File: src/rtl/l1d_mshr_scheduler.sv
// L1D miss-status controller: allocates/merges MSHRs, issues line fills round-robin, replays merged tags in order.
// Optional `define MSHR_STATS_EN adds saturating primary/merge/stall counters.
module l1d_mshr_scheduler #(
    parameter int PADDR_BITS = 22,
    parameter int B          = 64,
    parameter int MSHR_COUNT = 4,
    parameter int MAX_MERGE  = 4,
    parameter int TAG_BITS   = 10
) (
    input  logic                  clk_in,
    input  logic                  rst_in,
    input  logic                  miss_valid_in,
    output logic                  miss_ready_out,
    input  logic [PADDR_BITS-1:0] miss_addr_in,
    input  logic [TAG_BITS-1:0]   miss_tag_in,
    input  logic                  miss_we_in,
    output logic                  lc_valid_out,
    input  logic                  lc_ready_in,
    output logic [PADDR_BITS-1:0] lc_addr_out,
    input  logic                  fill_valid_in,
    output logic                  fill_ready_out,
    input  logic [PADDR_BITS-1:0] fill_addr_in,
    output logic                  replay_valid_out,
    input  logic                  replay_ready_in,
    output logic [TAG_BITS-1:0]   replay_tag_out,
    output logic                  replay_we_out,
    output logic [PADDR_BITS-1:0] replay_addr_out,
    output logic                  unexpected_fill_out,
    output logic                  busy_out
`ifdef MSHR_STATS_EN
    ,
    output logic [31:0]           stat_primary_out,
    output logic [31:0]           stat_merge_out,
    output logic [31:0]           stat_stall_out
`endif
);
    localparam int OFF_BITS  = $clog2(B);
    localparam int LINE_BITS = PADDR_BITS - OFF_BITS;
    localparam int IDX_W     = (MSHR_COUNT > 1) ? $clog2(MSHR_COUNT) : 1;
    localparam int MP_W      = (MAX_MERGE > 1) ? $clog2(MAX_MERGE) : 1;
    localparam int CNT_W     = $clog2(MAX_MERGE + 1);

    typedef enum logic [1:0] {ST_FREE, ST_PEND, ST_ISSUED, ST_REPLAY} st_e;

    st_e                  state_q [MSHR_COUNT];
    st_e                  state_d [MSHR_COUNT];
    logic [LINE_BITS-1:0] line_q  [MSHR_COUNT];
    logic [LINE_BITS-1:0] line_d  [MSHR_COUNT];
    logic [CNT_W-1:0]     cnt_q   [MSHR_COUNT];
    logic [CNT_W-1:0]     cnt_d   [MSHR_COUNT];
    logic [TAG_BITS-1:0]  tag_q   [MSHR_COUNT][MAX_MERGE];
    logic [TAG_BITS-1:0]  tag_d   [MSHR_COUNT][MAX_MERGE];
    logic                 we_q    [MSHR_COUNT][MAX_MERGE];
    logic                 we_d    [MSHR_COUNT][MAX_MERGE];

    logic             lock_q, lock_d;
    logic [IDX_W-1:0] lock_idx_q, lock_idx_d;
    logic [IDX_W-1:0] rr_q, rr_d;
    logic [IDX_W-1:0] rp_ent_q, rp_ent_d;
    logic [MP_W-1:0]  rp_pos_q, rp_pos_d;
    logic             unexp_q, unexp_d;

    logic [LINE_BITS-1:0] miss_line, fill_line;
    logic             m_hit, f_hit, free_any, rp_active, any_busy, pend_hit;
    logic [IDX_W-1:0] m_idx, f_idx, free_idx, pend_idx, scan_idx, iss_idx;
    logic             miss_fire, lc_fire, fill_fire, rp_fire;
    logic             unused_offs;

    assign miss_line   = miss_addr_in[PADDR_BITS-1:OFF_BITS];
    assign fill_line   = fill_addr_in[PADDR_BITS-1:OFF_BITS];
    assign unused_offs = ^{miss_addr_in[OFF_BITS-1:0], fill_addr_in[OFF_BITS-1:0]};

    // Descending scans so the lowest matching index wins.
    always_comb begin
        m_hit = 1'b0; m_idx = '0; f_hit = 1'b0; f_idx = '0;
        free_any = 1'b0; free_idx = '0; rp_active = 1'b0; any_busy = 1'b0;
        for (int i = MSHR_COUNT - 1; i >= 0; i--) begin
            if (state_q[i] == ST_FREE) begin
                free_any = 1'b1;
                free_idx = IDX_W'(i);
            end else begin
                any_busy = 1'b1;
                if (line_q[i] == miss_line) begin
                    m_hit = 1'b1;
                    m_idx = IDX_W'(i);
                end
                if (state_q[i] == ST_ISSUED && line_q[i] == fill_line) begin
                    f_hit = 1'b1;
                    f_idx = IDX_W'(i);
                end
                if (state_q[i] == ST_REPLAY) rp_active = 1'b1;
            end
        end
    end

    // First PENDING entry at or after the round-robin pointer.
    always_comb begin
        pend_hit = 1'b0; pend_idx = '0; scan_idx = '0;
        for (int k = MSHR_COUNT - 1; k >= 0; k--) begin
            scan_idx = IDX_W'((int'(rr_q) + k) % MSHR_COUNT);
            if (state_q[scan_idx] == ST_PEND) begin
                pend_hit = 1'b1;
                pend_idx = scan_idx;
            end
        end
    end

    assign miss_ready_out = m_hit ? (state_q[m_idx] != ST_REPLAY && cnt_q[m_idx] != CNT_W'(MAX_MERGE))
                                  : free_any;
    assign fill_ready_out = ~rp_active;
    assign iss_idx        = lock_q ? lock_idx_q : pend_idx;
    assign lc_valid_out   = lock_q | pend_hit;
    assign lc_addr_out    = lc_valid_out ? {line_q[iss_idx], {OFF_BITS{1'b0}}} : '0;

    assign replay_valid_out = rp_active;
    assign replay_tag_out   = rp_active ? tag_q[rp_ent_q][rp_pos_q] : '0;
    assign replay_we_out    = rp_active ? we_q[rp_ent_q][rp_pos_q] : 1'b0;
    assign replay_addr_out  = rp_active ? {line_q[rp_ent_q], {OFF_BITS{1'b0}}} : '0;

    assign unexpected_fill_out = unexp_q;
    assign busy_out            = any_busy;

    assign miss_fire = miss_valid_in & miss_ready_out;
    assign lc_fire   = lc_valid_out & lc_ready_in;
    assign fill_fire = fill_valid_in & fill_ready_out;
    assign rp_fire   = replay_valid_out & replay_ready_in;

    always_comb begin
        state_d = state_q; line_d = line_q; cnt_d = cnt_q; tag_d = tag_q; we_d = we_q;
        lock_d = lock_q; lock_idx_d = lock_idx_q; rr_d = rr_q;
        rp_ent_d = rp_ent_q; rp_pos_d = rp_pos_q; unexp_d = 1'b0;

        if (miss_fire) begin
            if (m_hit) begin
                tag_d[m_idx][MP_W'(cnt_q[m_idx])] = miss_tag_in;
                we_d[m_idx][MP_W'(cnt_q[m_idx])]  = miss_we_in;
                cnt_d[m_idx] = cnt_q[m_idx] + CNT_W'(1);
            end else begin
                state_d[free_idx] = ST_PEND;
                line_d[free_idx]  = miss_line;
                cnt_d[free_idx]   = CNT_W'(1);
                tag_d[free_idx][0] = miss_tag_in;
                we_d[free_idx][0]  = miss_we_in;
            end
        end

        // The unlocked candidate is presented immediately; lock only if it stalls.
        if (lc_fire) begin
            state_d[iss_idx] = ST_ISSUED;
            rr_d   = (iss_idx == IDX_W'(MSHR_COUNT - 1)) ? '0 : iss_idx + IDX_W'(1);
            lock_d = 1'b0;
        end else if (!lock_q && pend_hit) begin
            lock_d     = 1'b1;
            lock_idx_d = pend_idx;
        end

        if (fill_fire) begin
            if (f_hit) begin
                state_d[f_idx] = ST_REPLAY;
                rp_ent_d = f_idx;
                rp_pos_d = '0;
            end else begin
                unexp_d = 1'b1;
            end
        end

        if (rp_fire) begin
            if (CNT_W'(rp_pos_q) == cnt_q[rp_ent_q] - CNT_W'(1)) begin
                state_d[rp_ent_q] = ST_FREE;
                cnt_d[rp_ent_q]   = '0;
                rp_pos_d          = '0;
            end else begin
                rp_pos_d = rp_pos_q + MP_W'(1);
            end
        end
    end

    always_ff @(posedge clk_in or posedge rst_in) begin
        if (rst_in) begin
            for (int i = 0; i < MSHR_COUNT; i++) begin
                state_q[i] <= ST_FREE;
                line_q[i]  <= '0;
                cnt_q[i]   <= '0;
                for (int j = 0; j < MAX_MERGE; j++) begin
                    tag_q[i][j] <= '0;
                    we_q[i][j]  <= 1'b0;
                end
            end
            lock_q     <= 1'b0;
            lock_idx_q <= '0;
            rr_q       <= '0;
            rp_ent_q   <= '0;
            rp_pos_q   <= '0;
            unexp_q    <= 1'b0;
        end else begin
            state_q    <= state_d;
            line_q     <= line_d;
            cnt_q      <= cnt_d;
            tag_q      <= tag_d;
            we_q       <= we_d;
            lock_q     <= lock_d;
            lock_idx_q <= lock_idx_d;
            rr_q       <= rr_d;
            rp_ent_q   <= rp_ent_d;
            rp_pos_q   <= rp_pos_d;
            unexp_q    <= unexp_d;
        end
    end

`ifdef MSHR_STATS_EN
    logic [31:0] st_prim_q, st_prim_d, st_merge_q, st_merge_d, st_stall_q, st_stall_d;

    always_comb begin
        st_prim_d  = st_prim_q;
        st_merge_d = st_merge_q;
        st_stall_d = st_stall_q;
        if (miss_fire && !m_hit && st_prim_q != '1)       st_prim_d  = st_prim_q + 32'd1;
        if (miss_fire && m_hit && st_merge_q != '1)       st_merge_d = st_merge_q + 32'd1;
        if (miss_valid_in && !miss_ready_out && st_stall_q != '1) st_stall_d = st_stall_q + 32'd1;
    end

    always_ff @(posedge clk_in or posedge rst_in) begin
        if (rst_in) begin
            st_prim_q  <= '0;
            st_merge_q <= '0;
            st_stall_q <= '0;
        end else begin
            st_prim_q  <= st_prim_d;
            st_merge_q <= st_merge_d;
            st_stall_q <= st_stall_d;
        end
    end

    assign stat_primary_out = st_prim_q;
    assign stat_merge_out   = st_merge_q;
    assign stat_stall_out   = st_stall_q;
`endif
endmodule

File: config.mk
export PLATFORM = sky130hd
export DESIGN_NAME = l1d_mshr_scheduler
export DESIGN_NICKNAME = d
export VERILOG_FILES = /design/src/rtl/l1d_mshr_scheduler.sv
export SDC_FILE = /design/constraint.sdc
export NUM_CORES = 1
export LEC_CHECK = 0
export ABC_CLOCK_PERIOD_IN_PS = 11300
export BUFFER_PORTS_ARGS = -buffer_cell sky130_fd_sc_hd__buf_2
export CORE_ASPECT_RATIO = 0.5
export CORE_MARGIN = 4
export CORE_UTILIZATION = 50
export CTS_CLUSTER_DIAMETER = 200
export DETAILED_ROUTE_END_ITERATION = 10
export GPL_TIMING_DRIVEN = 0
export PLACE_DENSITY = 0.68
export SYNTH_ARGS = -nofsm -noshare
export SYNTH_HDL_FRONTEND = slang
export SYNTH_SLANG_ARGS = --single-unit
export TNS_END_PERCENT = 5
File: constraint.sdc
create_clock -name clk_in -period 11.3 [get_ports clk_in]
set_clock_uncertainty 0.15 [all_clocks]
set_input_delay 2.26 -clock clk_in [delete_from_list [all_inputs] [get_ports clk_in]]
set_output_delay 2.26 -clock clk_in [all_outputs]
set_load 0.005 [all_outputs]
* Word-level counts from Yosys, hierarchy flattened
Cells that the tools add are included.
** Word-level totals
- Register bits :: 270
- Word-level logic and storage cells :: 316
- Output and inout bits :: 61
** Operators by class
- Reductions and logical operators :: 24
- Multiplexer cells :: 161
- Equality and inequality tests :: 24
- Magnitude comparators :: 17
- Bitwise gates (word level) :: 33
- Add/sub/neg operators :: 7
** Operators by type and width (number)
- 160-bit bitwise mux :: 2
- 40-bit demux with 2-bit select :: 2
- 160-bit 2-to-1 mux :: 1
- 40-bit 2-to-1 mux :: 4
- 16-bit == test :: 8
- 16-bit 2-to-1 mux :: 6
- 2-bit 2-to-1 mux :: 44
- 40-bit binary-select mux with 2-bit select :: 1
- 16-bit binary-select mux with 2-bit select :: 2
- 64-bit bitwise mux :: 1
- 8-bit 2-to-1 mux :: 7
- 12-bit 2-to-1 mux :: 4
- 1-bit 2-to-1 mux :: 45
- 22-bit 2-to-1 mux :: 2
- 10-bit 2-to-1 mux :: 4
- 3-bit greater-or-equal comparator, second input constant :: 11
- 2-bit inverter with 3-bit output :: 11
- 16-bit bitwise mux :: 2
- 16-bit demux with 2-bit select :: 1
- 3-bit 2-to-1 mux :: 7
- 10-bit binary-select mux with 2-bit select :: 1
- 2-bit binary-select mux with 2-bit select :: 5
- 10-bit demux with 2-bit select :: 1
- 3-bit demux with 2-bit select :: 3
- 34 further kinds :: 91

* Logic depth before layout (Yosys ltp)
- Depth in word-level cells :: 26
- Gate-level depth with buffers :: 18
- Gate-level depth less buffers :: 14

* Least setup slack after synthesis
OpenSTA, ideal clock, no wires.
- Path type :: input -> output
- Start :: in miss_addr_in[6]
- End :: out miss_ready_out
- Stages on the path :: 14
- Setup slack :: 4.074 ns
- Required time :: 8.890 ns
- Arrival :: 4.816 ns
- Path buffers :: 2
- Path through :: buf_2 > xnor2_1 > nand4_1 > or2_1 > or4_1 > and3_1 > clkbuf_1 > a21oi_1 > o211a_1 > inv_1 > ha_1 > o21ai_2 > a21oi_2 > nor2_1
** Between the ends
- Longest elaborated chain between the ends :: 16
** Ends and longest elaborated chain
- start: declaration :: RTL line 14 : input logic [PADDR_BITS-1:0] miss_addr_in,
- 16-bit == test :: RTL line 83 : if (line_q[i] == miss_line) begin
- 2-bit 2-to-1 mux :: RTL line 83
- 2-bit 2-to-1 mux :: RTL line 78 : if (state_q[i] == ST_FREE) begin
- 2-bit 2-to-1 mux :: RTL line 83
- 2-bit 2-to-1 mux :: RTL line 78
- 2-bit 2-to-1 mux :: RTL line 83
- 2-bit 2-to-1 mux :: RTL line 78
- 2-bit 2-to-1 mux :: RTL line 83
- 2-bit 2-to-1 mux :: RTL line 78
- 2-bit inverter with 3-bit output (implied by the code) :: RTL line 108 : assign miss_ready_out = m_hit ? (state_q[m_idx] != ST_REPLAY && cnt_q[m_idx] != CNT_W'(MAX_MERGE))
- 3-bit binary-select mux with 2-bit select or 2-bit binary-select mux with 2-bit select (tied branches) :: RTL line 108
- 3-bit 2-to-1 mux (implied by the code) or 2-bit 2-to-1 mux (tied branches) (2 in a row) :: RTL line 108
- 3-bit != test or 2-bit != test (tied branches) :: RTL line 108
- 1-bit logical AND :: RTL line 108
- 1-bit 2-to-1 mux (*) :: RTL line 108
- end: declaration :: RTL line 13 : output logic miss_ready_out,
Mark *: on every way between the ends. The rest lies on a longest branch, timed or not. The select of a mux whose other input is x is not followed.

* Worst setup path after layout
- Start :: in miss_addr_in[7]
- End :: out miss_ready_out
Same word-level chain as after synthesis.

==> results.sh <==
export IMPL_maxCapViolations=0
export IMPL_p_seq_share_pct=36.0
export IMPL_status="finished, final reports clean"
export IMPL_worst_slack_ps=3010
export IMPL_p_int_mw=2.46
export IMPL_rsz0062_at_grt="false"
export IMPL_tightest_slew_ps=1140
export IMPL_cp_start_kind="input port"
export IMPL_switching_power_mw=1.39
export IMPL_swShare_pct=36.2
export IMPL_place_ws_ps=3000
export IMPL_io_pins=122
export IMPL_globalplace_congestion=0.995
export IMPL_timing_fmax_mhz=121
export IMPL_syn_inst=1196
export IMPL_cts_resized=0
export IMPL_drive_gt1_share_pct=33.5
export IMPL_die_y_um=133
export IMPL_via_per_inst=6.13
export IMPL_synth_top_cell_area_share_pct=43.3
export IMPL_grt_max_degree=124
export IMPL_grtUsageTotal_pct=26.7
export IMPL_min_path_cells=1
export IMPL_cts_sinks=270
export IMPL_regToRegSetupSlack_ps=5300
export IMPL_p_comb_share_pct=38.4
export IMPL_final_nets=1378
export IMPL_post_cts_buffers=0
export IMPL_crit_path_end_kind="primary output"
export IMPL_slew_violations=0
export IMPL_drtIter0Drc=886
export IMPL_min_delay_start="tag_q[144]$_DFFE_PP0P_"
export IMPL_rr_startpoint="rp_ent_q[0]$_DFFE_PP0P_"
export IMPL_antenna_found_initial=1
export IMPL_dp_hpwl_um=31900
export IMPL_p_leak_nw=7.87
export IMPL_yosysWarningCount=0
export IMPL_placed_cells=1703
export IMPL_worstPathMaxFanout=10
export IMPL_post_route_period_util_pct=73.4
export IMPL_synth_area_leader_cell="dfrtp_1"
export IMPL_grt_overflow_total=0
export IMPL_num_rows=45
export IMPL_required_ps=8890
export IMPL_clk_pin_slew_ps=70
export IMPL_hold_buffers=0
export IMPL_numPortBuffers=71
export IMPL_synth_edff_count=0
export IMPL_grt_first_pass_wirelength_um=69500
export IMPL_h_tree_depth=1
export IMPL_initial_core_util_pct=51.1
export IMPL_maxSlewHeadroom_pct=24.0
export IMPL_drt_wl_total_um=45400
export IMPL_synth_cell_type_count=72
export IMPL_die_area_sq_mm=0.0343
export IMPL_layoutNonFillerInstCount=1751
export IMPL_synthFlopType="dfrtp_1"
export IMPL_ant_nets=0
export IMPL_reg2reg_to="cnt_q[6]$_DFF_PP0_"
export IMPL_p_per_area_mw_per_mm2=219
export IMPL_critical_path_class="input port to primary output"
export IMPL_num_vias=10700
export IMPL_die_w_um=258
export IMPL_wl_per_cell_um=25.9
export IMPL_synthArstFlopShare_pct=100
export IMPL_synth_seq_cells=270
export IMPL_grt_pass1_vias=11200
export IMPL_hold_class="register to register"
export IMPL_ir_worst_vdd_mv=0.112
export IMPL_synthesis_area_sq_mm=0.0156
export IMPL_whs_endpoint="tag_q[144]$_DFFE_PP0P_"
export IMPL_clockPowerShare_pct=25.6
export IMPL_hold_viol_final=0
export IMPL_synth_area_leaders="dfrtp_1, mux4_2, mux2_2"
export IMPL_firstDrtPassIters=5
export IMPL_min_period_ps=8290
export IMPL_syn2layout_area_growth_pct=12.4
export IMPL_r2r_cells=15
export IMPL_yosysSeqAreaShare_pct=43.3
export IMPL_cts_buffers_inserted=26
export IMPL_cts_path_max_buffers=3
export IMPL_root_buffer="clkbuf_16"
export IMPL_coreArea_sq_mm=0.0305
export IMPL_insertion_delay_ps=570
export IMPL_drcViolationCount=0
export IMPL_setup_viol=0
export IMPL_cts_tree="done"
export IMPL_synth_avg_cell_area_sq_um=13.1
export IMPL_arrival_ps=5880
[cells in the mapped netlist (all sizes together) (2+ instances only)]
cell type,n
o31ai,2
or2,5
a211oi,2
a21oi,23
mux4,90
nand4,27
or3,5
inv,20
a22o,2
nor3b,3
and3,7
xor2,50
a22oi,3
xnor2,82
nand2b,6
o21ai,17
dfrtp,270
nand3b,2
nor4,22
ha,9
a21o,3
and4,2
mux2,245
or4,4
a31oi,2
nor3,28
o311ai,5
nor4b,2
a311o,2
o2bb2ai,3
clkbuf,34
buf,64
and2,24
o2111ai,3
dlygate4sd1,10
o22ai,4
a311oi,4
nand2,23
nand3,14
nor2,32
nor2b,30
[registers in the layout, indices dropped and copies added, names as in the netlist]
signal and flops:
lock_q 1, rp_pos_q 2, cnt_q 12, rr_q 2, state_q 8, line_q 64, lock_idx_q 2, rp_ent_q 2
tag_q 160, unexpected_fill_out 1, we_q 16
[how the worst max path moves through the flow]
stage / from / to / cells past startpoint
after global routing: miss_addr_in[7] / miss_ready_out / 13
after CTS: miss_addr_in[7] / miss_ready_out / 13
after floorplan: rst_in / cnt_q[0]$_DFF_PP0_ / 1
after global placement: rst_in / tag_q[41]$_DFFE_PP0P_ / 2
after detailed placement: miss_addr_in[7] / miss_ready_out / 13
final: miss_addr_in[7] / miss_ready_out / 13
[metrics by stage]
step | cell area [sq um] | hold WS, ps | setup TNS, ps | util, % | total power [mW]
after floorplan | 15700 | 302 | 0 | - | 2.33
after global placement | 16500 | 312 | -308020 | 54.2 | 2.81
after detailed placement | 16600 | 319 | 0 | 54.4 | 2.86
after CTS | 17500 | 334 | 0 | 57.5 | 3.84
after global routing | 17500 | 351 | 0 | 57.5 | 4.03
final | 17500 | 334 | 0 | 57.5 | 3.85
[cells by family (layout without fill, tap and decap cells)]
family,Yosys count,count (layout),synth area share [%]
compound gates,82,82,3.83
xor+xnor,132,132,7.45
fa+ha+maj,9,9,0.721
buf+inv,128,248,4.39
flops,270,270,43.3
mux,336,336,31.2
other cells,1,13,0.0240
simple gates,238,238,9.06
[worst max-delay path, stage by stage]
cell and delay (ps):
buf_2 170, xor2_1 180, nor4_1 560, nand2_1 310, nor2_1 520, nand3b_1 450
o211ai_1 310, inv_1 170, ha_1 340, o21ai_2 160, a21oi_2 230, nor2_1 80
buf_2 130
[layout by cell type (no fill, tap or decap), types with 7 or more instances in the layout]
| cell | Yosys | final |
|---|---|---|
| and3_1 | 7 | 7 |
| mux2_2 | 134 | 134 |
| ha_1 | 9 | 9 |
| conb_1 | 1 | 12 |
| nand3_1 | 14 | 14 |
| xnor2_1 | 81 | 81 |
| nor2b_1 | 30 | 30 |
| mux2_4 | 21 | 21 |
| xor2_1 | 50 | 50 |
| mux4_2 | 90 | 90 |
| nor3_1 | 18 | 18 |
| dlygate4sd1_1 | 10 | 10 |
| buf_2 | 25 | 96 |
| nor3_2 | 10 | 10 |
| nand2_1 | 22 | 22 |
| clkbuf_16 | 0 | 26 |
| inv_1 | 20 | 19 |
| clkbuf_1 | 34 | 40 |
| dfrtp_1 | 270 | 270 |
| nor4_1 | 20 | 20 |
| and2_1 | 24 | 24 |
| buf_1 | 9 | 9 |
| o21ai_0 | 15 | 15 |
| nor2_1 | 32 | 32 |
| buf_4 | 27 | 27 |
| mux2_1 | 90 | 90 |
| a21oi_1 | 22 | 22 |
| nand4_1 | 27 | 27 |
[power by group through the flow]
stage,Clock [mW],Sequential [mW],Combinational (mW)
3_5_place_dp,0,1.39,1.47
2_1_floorplan,0,1.31,1.02
6_report,0.983,1.39,1.48
4_1_cts,0.991,1.37,1.48
5_1_grt,1.04,1.41,1.59
3_3_place_gp,0,1.37,1.44
[layout make-up]
class | count | area, sq um
fill | 2532 | 13000
multi-input combinational | 809 | 8210
sequential | 270 | 6760
clock buffer | 32 | 673
buffer | 108 | 611
tap | 423 | 529
timing repair buffer | 73 | 410
clock inverter | 15 | 260
inverter | 20 | 82.6
antenna | 1 | 2.50
[per-layer routing]
metal / GRT usage, % / vias to the layer above / routed length (um)
met5: 0 / - / 0
met4: 7.88 / 0 / 1430
met3: 5.70 / 84 / 3270
met2: 42.6 / 440 / 21100
met1: 37.4 / 5628 / 19600
li1: - / 4588 / -
(Power assumes the default switching activity.)
